==> src/rtl/ntt_pkg.sv <==
// Shared constants for the Kyber-style (Q=3329) NTT/INTT datapath.
// INTT_HALVE_EN adds one per-stage halving register to the inverse butterfly.
package ntt_pkg;
    localparam int DATA_WIDTH        = 12;
    localparam int Q                 = 3329;
    localparam int NTT_STAGE_CNT     = 8;
    localparam int MUL_STAGE_CNT     = 3;
    localparam int ADD_SUB_STAGE_CNT = 1;
    localparam int INTT_R2_MONT      = 2285;
    localparam int MONT_BITS         = 16;
    // -Q^-1 mod 2^16, used to build the Montgomery correction term
    localparam int MONT_QNEG_INV     = 3327;
    localparam int ADDR_W            = NTT_STAGE_CNT - 1;
    localparam int FRAME_BEATS       = 1 << ADDR_W;
`ifdef INTT_HALVE_EN
    localparam int HALVE_STAGE_CNT   = 1;
`else
    localparam int HALVE_STAGE_CNT   = 0;
`endif
endpackage

==> src/rtl/gs_butterfly.sv <==
// Gentleman-Sande butterfly: (u+v, (u-v)*zeta*2^-16) mod Q, fully pipelined.
// Build option INTT_HALVE_EN appends a stage that halves both outputs mod Q.
module gs_butterfly
    import ntt_pkg::*;
(
    input  logic                  clk,
    input  logic [DATA_WIDTH-1:0] i_u,
    input  logic [DATA_WIDTH-1:0] i_v,
    input  logic [DATA_WIDTH-1:0] i_zeta,
    output logic [DATA_WIDTH-1:0] o_sum,
    output logic [DATA_WIDTH-1:0] o_prod
);
    localparam int PW = 2 * DATA_WIDTH;
    localparam int AW = MONT_BITS + DATA_WIDTH + 1;

    function automatic logic [DATA_WIDTH-1:0] mod_add(input logic [DATA_WIDTH-1:0] a,
                                                      input logic [DATA_WIDTH-1:0] b);
        logic [DATA_WIDTH:0] s;
        s = {1'b0, a} + {1'b0, b};
        if (s >= (DATA_WIDTH+1)'(Q)) s = s - (DATA_WIDTH+1)'(Q);
        return s[DATA_WIDTH-1:0];
    endfunction

    function automatic logic [DATA_WIDTH-1:0] mod_sub(input logic [DATA_WIDTH-1:0] a,
                                                      input logic [DATA_WIDTH-1:0] b);
        logic signed [DATA_WIDTH+1:0] d;
        d = $signed({2'b00, a}) - $signed({2'b00, b});
        if (d[DATA_WIDTH+1]) d = d + $signed((DATA_WIDTH+2)'(Q));
        return d[DATA_WIDTH-1:0];
    endfunction

    // (t + m*Q) is an exact multiple of 2^16 and below 2Q*2^16
    function automatic logic [DATA_WIDTH-1:0] mont_reduce(input logic [PW-1:0] t,
                                                          input logic [MONT_BITS-1:0] m);
        logic [AW-1:0]       acc;
        logic [DATA_WIDTH:0] r;
        acc = AW'(t) + AW'(m) * AW'(Q);
        r   = acc[AW-1:MONT_BITS];
        if (r >= (DATA_WIDTH+1)'(Q)) r = r - (DATA_WIDTH+1)'(Q);
        return r[DATA_WIDTH-1:0];
    endfunction

    logic [DATA_WIDTH-1:0] r_sum_p0, r_diff_p0;
    logic [DATA_WIDTH-1:0] r_sum_p1, r_sum_p2, r_sum_p3, r_prod_p3;
    logic [PW-1:0]         r_t_p1, r_t_p2;
    logic [MONT_BITS-1:0]  r_m_p2;

    always_ff @(posedge clk) begin
        // p0: modular add/sub
        r_sum_p0  <= mod_add(i_u, i_v);
        r_diff_p0 <= mod_sub(i_u, i_v);
        // p1: raw product
        r_t_p1    <= PW'(r_diff_p0) * PW'(i_zeta);
        r_sum_p1  <= r_sum_p0;
        // p2: Montgomery correction factor
        r_t_p2    <= r_t_p1;
        r_m_p2    <= MONT_BITS'(r_t_p1[MONT_BITS-1:0] * MONT_BITS'(MONT_QNEG_INV));
        r_sum_p2  <= r_sum_p1;
        // p3: reduced product
        r_prod_p3 <= mont_reduce(r_t_p2, r_m_p2);
        r_sum_p3  <= r_sum_p2;
    end

`ifdef INTT_HALVE_EN
    function automatic logic [DATA_WIDTH-1:0] halve(input logic [DATA_WIDTH-1:0] x);
        logic [DATA_WIDTH:0] s;
        s = x[0] ? ({1'b0, x} + (DATA_WIDTH+1)'(Q)) : {1'b0, x};
        return s[DATA_WIDTH:1];
    endfunction

    logic [DATA_WIDTH-1:0] r_sum_p4, r_prod_p4;

    always_ff @(posedge clk) begin
        // p4: multiply by 2^-1 mod Q
        r_sum_p4  <= halve(r_sum_p3);
        r_prod_p4 <= halve(r_prod_p3);
    end

    assign o_sum  = r_sum_p4;
    assign o_prod = r_prod_p4;
`else
    assign o_sum  = r_sum_p3;
    assign o_prod = r_prod_p3;
`endif
endmodule

==> src/rtl/intt_stage.sv <==
// One inverse-NTT stage: optional delay commutator, twiddle addressing, GS butterfly.
// Build option INTT_HALVE_EN lengthens the latency by one halving stage.
module intt_stage
    import ntt_pkg::*;
#(
    parameter int REORDER      = 0,
    parameter int SWITCH_INDEX = 0,
    parameter int ROM_SHIFT    = 0
) (
    input  logic                       clk,
    input  logic                       rst,
    input  logic                       i_in_en,
    input  logic [1:0][DATA_WIDTH-1:0] i_in,
    output logic                       o_out_en,
    output logic [1:0][DATA_WIDTH-1:0] o_out,
    output logic [ADDR_W-1:0]          o_rom_addr,
    input  logic [DATA_WIDTH-1:0]      i_rom_data
);
    localparam int H = 1 << SWITCH_INDEX;
    localparam int R = (REORDER != 0) ? H + 1 : 0;
    localparam int L = R + ADD_SUB_STAGE_CNT + MUL_STAGE_CNT + HALVE_STAGE_CNT;

    logic [L-1:0]          r_en_sr;
    logic [ADDR_W-1:0]     r_cnt;
    logic [DATA_WIDTH-1:0] w_u, w_v;
    logic [ADDR_W-1:0]     w_bidx;

    always_ff @(posedge clk or posedge rst) begin
        if (rst) begin
            r_en_sr <= '0;
            r_cnt   <= '0;
        end else begin
            r_en_sr <= {r_en_sr[L-2:0], i_in_en};
            // frame length is 2^ADDR_W, so the natural wrap is the frame wrap
            r_cnt   <= i_in_en ? r_cnt + 1'b1 : '0;
        end
    end

    generate
        if (REORDER != 0) begin : g_reorder
            logic [DATA_WIDTH-1:0] r_bufa [H];
            logic [DATA_WIDTH-1:0] r_bufb [H];
            logic [DATA_WIDTH-1:0] r_u_p0, r_v_p0;
            logic [ADDR_W-1:0]     r_cntp;
            logic                  w_swap;
            logic                  w_en_rd;

            assign w_swap  = r_cnt[SWITCH_INDEX];
            assign w_en_rd = r_en_sr[R-1];

            // In the second half of a group lane 0's buffer is refilled with
            // lane 1's delayed data so it surfaces 2H beats after entry.
            always_ff @(posedge clk) begin
                r_bufa[0] <= w_swap ? r_bufb[H-1] : i_in[0];
                r_bufb[0] <= i_in[1];
                for (int i = 1; i < H; i++) begin
                    r_bufa[i] <= r_bufa[i-1];
                    r_bufb[i] <= r_bufb[i-1];
                end
                // p0: reordered butterfly pair
                r_u_p0 <= r_bufa[H-1];
                r_v_p0 <= w_swap ? i_in[0] : r_bufb[H-1];
            end

            always_ff @(posedge clk or posedge rst) begin
                if (rst) r_cntp <= '0;
                else     r_cntp <= w_en_rd ? r_cntp + 1'b1 : '0;
            end

            assign w_u    = r_u_p0;
            assign w_v    = r_v_p0;
            assign w_bidx = r_cntp;
        end else begin : g_direct
            assign w_u    = i_in[0];
            assign w_v    = i_in[1];
            assign w_bidx = r_cnt;
        end
    endgenerate

    // Synchronous ROM: zeta arrives exactly when the difference leaves add/sub
    assign o_rom_addr = w_bidx >> ROM_SHIFT;
    assign o_out_en   = r_en_sr[L-1];

    gs_butterfly u_bfly (
        .clk    (clk),
        .i_u    (w_u),
        .i_v    (w_v),
        .i_zeta (i_rom_data),
        .o_sum  (o_out[0]),
        .o_prod (o_out[1])
    );
endmodule

==> config.mk <==
export PLATFORM = sky130hd
export DESIGN_NAME = intt_stage
export DESIGN_NICKNAME = d
export VERILOG_FILES = /design/src/rtl/ntt_pkg.sv /design/src/rtl/gs_butterfly.sv /design/src/rtl/intt_stage.sv
export SDC_FILE = /design/constraint.sdc
export NUM_CORES = 1
export LEC_CHECK = 0
export CAP_MARGIN = 20
export CORE_MARGIN = 1
export CORE_UTILIZATION = 40
export DETAILED_ROUTE_END_ITERATION = 6
export MAX_ROUTING_LAYER = met4
export SKIP_CTS_REPAIR_TIMING = 1
export SLEW_MARGIN = 10
export SYNTH_ARGS = -nofsm -noshare
export SYNTH_HDL_FRONTEND = slang
export SYNTH_SLANG_ARGS = --single-unit
==> constraint.sdc <==
create_clock -name clk -period 14.9 [get_ports clk]
set_clock_uncertainty 0.15 [all_clocks]
set_input_delay 4.47 -clock clk [delete_from_list [all_inputs] [get_ports clk]]
set_output_delay 4.47 -clock clk [all_outputs]
set_load 0.02 [all_outputs]
==> results of run 1 <==
## cell families after synthesis
kind of cell               count (synthesis)  synth area share
adders and majority gates                431             0.455
muxes                                      6           0.00408
DFF                                      146             0.198
buffers and inverters                    338            0.0853
AOI/OAI and AO/OA                        188            0.0814
xor gates and xnor gates                  98            0.0577
and+or+nand+nor                          359             0.118
## metal layers
layer	vias to the layer above	wire, µm	part of all wire	global-route usage
li1	5103	-	-	-
met1	4952	13800	0.48	0.212
met2	133	13700	0.48	0.270
met3	34	753	0.026	0.0256
met4	0	504	0.018	0.0480
met5	-	0	0	-
## metrics by stage
step | hold slack (ns) | util | cell area, µm²
floorplan | 0.160 | - | 15000
global placement | 0.162 | 0.439 | 16200
detailed placement | 0.162 | 0.439 | 16200
CTS | 0.177 | 0.456 | 16800
global route | 0.179 | 0.456 | 16800
finish | 0.173 | 0.456 | 16800
## worst max-delay path: stages
cell and delay, ns:
clkdlybuf4s50_1 0.74, nand2_1 0.14, fa_1 0.56, inv_1 0.05
fa_1 0.49, inv_1 0.05, fa_1 0.48, inv_1 0.06
fa_1 0.50, fa_1 0.49, ha_1 0.24, or4_1 0.58
a31oi_1 0.24, a21oi_1 0.13, o41a_1 0.38, a211o_1 0.27
a21oi_1 0.17, xnor2_1 0.13
## worst max-delay path by stage
stage / from / end / slack (ns)
finish: i_rom_data[5] / u_bfly.r_t_p1[23] / 4.96
global route: i_rom_data[11] / u_bfly.r_t_p1[23] / 4.69
CTS: i_rom_data[5] / u_bfly.r_t_p1[23] / 4.97
detailed placement: i_rom_data[11] / u_bfly.r_t_p1[23] / 4.51
global placement: i_rom_data[5] / u_bfly.r_t_p1[23] / 4.52
floorplan: i_rom_data[11] / u_bfly.r_t_p1[23] / 5.27
## flip-flops by register name, indices dropped and copies added, names as in the netlist
name / cells
o_rom_addr: 7
r_en_sr: 4
u_bfly.o_prod: 12
u_bfly.o_sum: 12
u_bfly.r_diff_p0: 12
u_bfly.r_m_p2: 15
u_bfly.r_sum_p0: 12
u_bfly.r_sum_p1: 12
u_bfly.r_sum_p2: 12
u_bfly.r_t_p1: 24
u_bfly.r_t_p2: 24
## layout make-up
class                      instances  area (µm²)  area share
clock inverter                    15         181      0.0108
timing repair buffer              70         701      0.0418
tap                              468         586      0.0349
sequential                       146        2980       0.178
multi-input combinational       1082       10800       0.642
inverter                         302        1130      0.0676
clock buffer                      17         425      0.0254
## layout by cell type, fill, tap and decap left out, types with 6 or more instances in the layout
cell type,netlist,routed
ha_1,240,240
a21oi_1,52,52
o21ai_1,6,6
o21ai_0,35,35
and3_1,12,12
fa_1,191,191
xnor2_1,74,74
xor2_1,23,23
a31oi_1,12,12
nor2b_1,10,10
nand2b_1,16,16
a211o_1,7,7
a21o_1,16,16
inv_1,302,302
nand4_1,6,6
o211ai_1,6,6
nor2_1,40,40
nand3_1,29,29
dfrtp_1,11,11
clkdlybuf4s50_1,0,70
and2_1,66,66
clkbuf_16,0,17
or3_1,6,6
o21bai_1,6,6
nand2_1,139,139
nor3_1,18,18
dfxtp_1,135,135
==> run metrics, run 1 <==
placed instance count 2068; Rows 70; setup TNS 0 ns; max_cap viols 0; CTS Sinks roughly 150; GRT Residual Overflow 0; worst-margin pin slew 0.960 ns; Crit Path Max Fanout 12; Ports 71; CTS tree yes; number of fill cells in the layout 3573; RR Startpoint u_bfly.r_m_p2[3]; Die X slightly below 200 µm; post-synthesis register bit count 146; status finished, final reports clean; antenna violations before repair 0; GRT Util Overall 0.165; antenna cells 0; worst setup margin slightly below 5 ns; Slew Viols, Final 0; Post-synth EDFFs 0; drt drc 0; share of synthesized registers carrying an async set or reset 0.0753; hold endpoint u_bfly.r_sum_p2[0]; warning count from the yosys run 0; Skew-Pair Late Insertion Delay 0.43 ns; # nets final 2089; wire per inst 13.7 µm; Vias/cell roughly 5; final WL 28800 µm; RSZ-0062 raised after global routing false; DP HPWL 24700 µm; Commonest cells post-synth inv_1 (302), ha_1 (240), fa_1 (191); H-tree levels 4; Die H between 150 and 200 µm; CP startpoint kind input port; Post-Layout Cell Count 2100; relative slew slack 0.360; top cell type's share of synthesized area 0.255; TritonCTS Buffers 17; R2R cell count 21; final hold violations 0; detailed-route via count 10.2k; area grow syn2layout 11.6%; Netlist Area Pre-Place 15000 µm²; drt pass-1 iters 4; WS Path Type input port to flip-flop; largest net degree at the start of global routing 19; CTS max path bufs 2; worst hold path depth 0; count leader, synth inv_1; pre-CTS WS 4.51 ns; syn_area_per_cell 9.59 µm²; CP Capture Type flip-flop; clk slew on worst S/H paths 0.07 ns; post-route ant nets 0; global-route wire length before repair 49600 µm; worst hold start u_bfly.r_sum_p1[0]; DRT iter0 DRCs 391; ranking of synthesized cells by area fa_1 (25%), ha_1 (20%), dfxtp_1 (18%), inv_1 (7.6%), xnor2_1 (4.3%); Cell variety after synth 71; die area 38300 µm²; Root Buffer clkbuf_16; Worst R2R End u_bfly.o_prod[2]; final setup vio count 0; share of layout cells above drive strength 1 0.0282; Worst Hold Class flip-flop to flip-flop; worst path arrival time 10.15 ns; r2r setup slk 8.65 ns; GP Congestion 0.908; syn nets between 2k and 2.5k; Seq/Total Area, Yosys 0.198; CP required between 15 and 20 ns; final worst path period share 0.667; Synth Flop Type dfxtp_1; vias in the first global route 10.5k; Core ar. between 30000 and 40000 µm²; Starting Density 0.408; # port buffers 70; Yosys top cell by area fa_1; synthesized instance count 1566; Max Clk Rate 0.101 GHz; Tmin final 9.94 ns
Power of run 1 is not shown: default switching activity piles up to over one toggle a cycle in this logic, so the estimate is an artifact.
==> run 2, diff against run 1 <==
clock period = 9.65 ns   (was 14.9 ns; I/O delays follow)
==> run metrics, run 2 (synthesis results as in run 1) <==
CTS Sinks 146 (unchanged); GP Congestion 0.908 (about the same); Slew Viols, Final 0 (unchanged); final hold violations 0 (unchanged); relative slew slack 0.367 (was 0.360); Ports 71 (unchanged); largest net degree at the start of global routing 20 (was 19); vias in the first global route 10.5k (about the same); Post-Route Utilization 0.456 (about the same); Starting Density 0.408 (unchanged); Tmin final 8.36 ns; GRT Residual Overflow 0 (unchanged); detailed-route via count 10.2k (about the same); Top Registers u_bfly.r_t_p1 x24, u_bfly.r_t_p2 x24, u_bfly.r_m_p2 x15 (unchanged); die area 38300 µm² (unchanged); most common cell after layout, fill and taps aside inv_1 (unchanged); CP Capture Type flip-flop (unchanged); DRT iter0 DRCs 431 (was 391); number of fill cells in the layout 3509 (was 3573); max_cap viols 0 (unchanged); wire per inst 13.8 µm (was 13.7 µm); Vias/cell 4.87 (about the same); CP Buf/Inv Count 3 (was 4); Max stage delay on crit path 0.65 ns (was 0.74 ns); Post-Layout Cell Count 2100 (unchanged); TritonCTS Buffers 17 (unchanged); Rows 70 (unchanged); H-tree levels 4 (unchanged); DP HPWL 24700 µm (about the same); Die X 196 µm (unchanged); WS Path Type input port to flip-flop (unchanged); CP startpoint kind input port (unchanged); Worst Hold Class flip-flop to flip-flop (unchanged); Die H 196 µm (unchanged); Max Clk Rate 0.120 GHz; post-route ant nets 0 (unchanged); area grow syn2layout 11.8% (was 11.6%); drt pass-1 iters 5 (was 4); global-route wire length before repair 49700 µm (was 49600 µm); share of layout cells above drive strength 1 0.0282 (unchanged); cells along the critical path clkdlybuf4s50_1, and2_1, fa_1, fa_1, fa_1, inv_1, fa_1, inv_1, fa_1, ha_1, and2_1, a31o_2, a31oi_1, a21oi_1, o41a_1, a211o_1, a21oi_1, xnor2_1 (was clkdlybuf4s50_1, nand2_1, fa_1, inv_1, fa_1, inv_1, fa_1, inv_1, fa_1, fa_1, ha_1, or4_1, a31oi_1, a21oi_1, o41a_1, a211o_1, a21oi_1, xnor2_1); final WL 29000 µm (was 28800 µm); CP required 9.86 ns (was 15.11 ns); setup TNS 0 ns (unchanged); # port buffers 70 (unchanged); Core ar. 36800 µm² (unchanged); antenna cells 0 (unchanged); worst path arrival time 8.57 ns (was 10.15 ns); antenna violations before repair 0 (unchanged); status finished, final reports clean (unchanged); final worst path period share 0.866; worst-margin pin slew 0.949 ns (was 0.960 ns); clk slew on worst S/H paths 0.07 ns (about the same); Crit Path Max Fanout 12 (unchanged); placed instance count 2068 (unchanged); multi-input logic area 10800 µm² (unchanged); commonest cells after routing, fill and taps aside inv_1 (302), ha_1 (240), fa_1 (191), nand2_1 (139), dfxtp_1 (135) (unchanged); drt drc 0 (unchanged); GRT Util Overall 0.166 (was 0.165); final setup vio count 0 (unchanged); CP dominant cell by count fa_1 (unchanged); # nets final 2089 (unchanged); CP max stage cell clkdlybuf4s50_1 (unchanged); Reg area 2980 µm² (unchanged); RSZ-0062 raised after global routing false (unchanged); Root Buffer clkbuf_16 (unchanged); CTS tree yes (unchanged); CTS max path bufs 2 (unchanged); Skew-Pair Late Insertion Delay 0.45 ns (was 0.43 ns); CP top delay family adder cells (unchanged)
==> run 2: area by class of cell <==
type                            instances  area share
Clock inverter                         15      0.0119
Multi-Input combinational cell       1082       0.641
Sequential cell                       146       0.178
Clock buffer                           17      0.0254
Inverter                              302      0.0676
Tap cell                              468      0.0349
Timing Repair Buffer                   70      0.0418
==> run 2: worst paths after layout <==
path / start / end / slack, ns / depth (start not counted)
setup / recovery: i_rom_data[8] / u_bfly.r_t_p1[23] / 1.29 / 18
hold / removal: u_bfly.r_sum_p2[1] / u_bfly.o_sum[1] / 0.18 / 0
setup reg to reg: u_bfly.r_m_p2[3] / u_bfly.o_prod[2] / 3.40 / 21
hold reg to reg: u_bfly.r_sum_p2[1] / u_bfly.o_sum[1] / 0.18 / 0
max in group asynchronous: rst / r_en_sr[0] / 6.47 / 2
min in group asynchronous: rst / o_rom_addr[2] / 2.59 / 2
==> run 2: routing by layer <==
metal / GRT usage / share of wire / up-vias
met5: - / 0 / -
li1: - / - / 5121
met1: 0.210 / 0.48 / 4951
met2: 0.274 / 0.48 / 128
met3: 0.0280 / 0.029 / 26
met4: 0.0480 / 0.014 / 0
==> run 2: per-stage QoR <==
step / cell area, µm² / hold WS, ns / setup slack (ns)
5_1_grt: 16800 / 0.184 / 1.03
4_1_cts: 16800 / 0.178 / 1.30
3_3_place_gp: 16200 / 0.162 / 0.849
6_report: 16800 / 0.175 / 1.29
3_5_place_dp: 16200 / 0.162 / 0.838
2_1_floorplan: 15000 / 0.160 / 1.60
Power of run 2 is left out for the same reason.
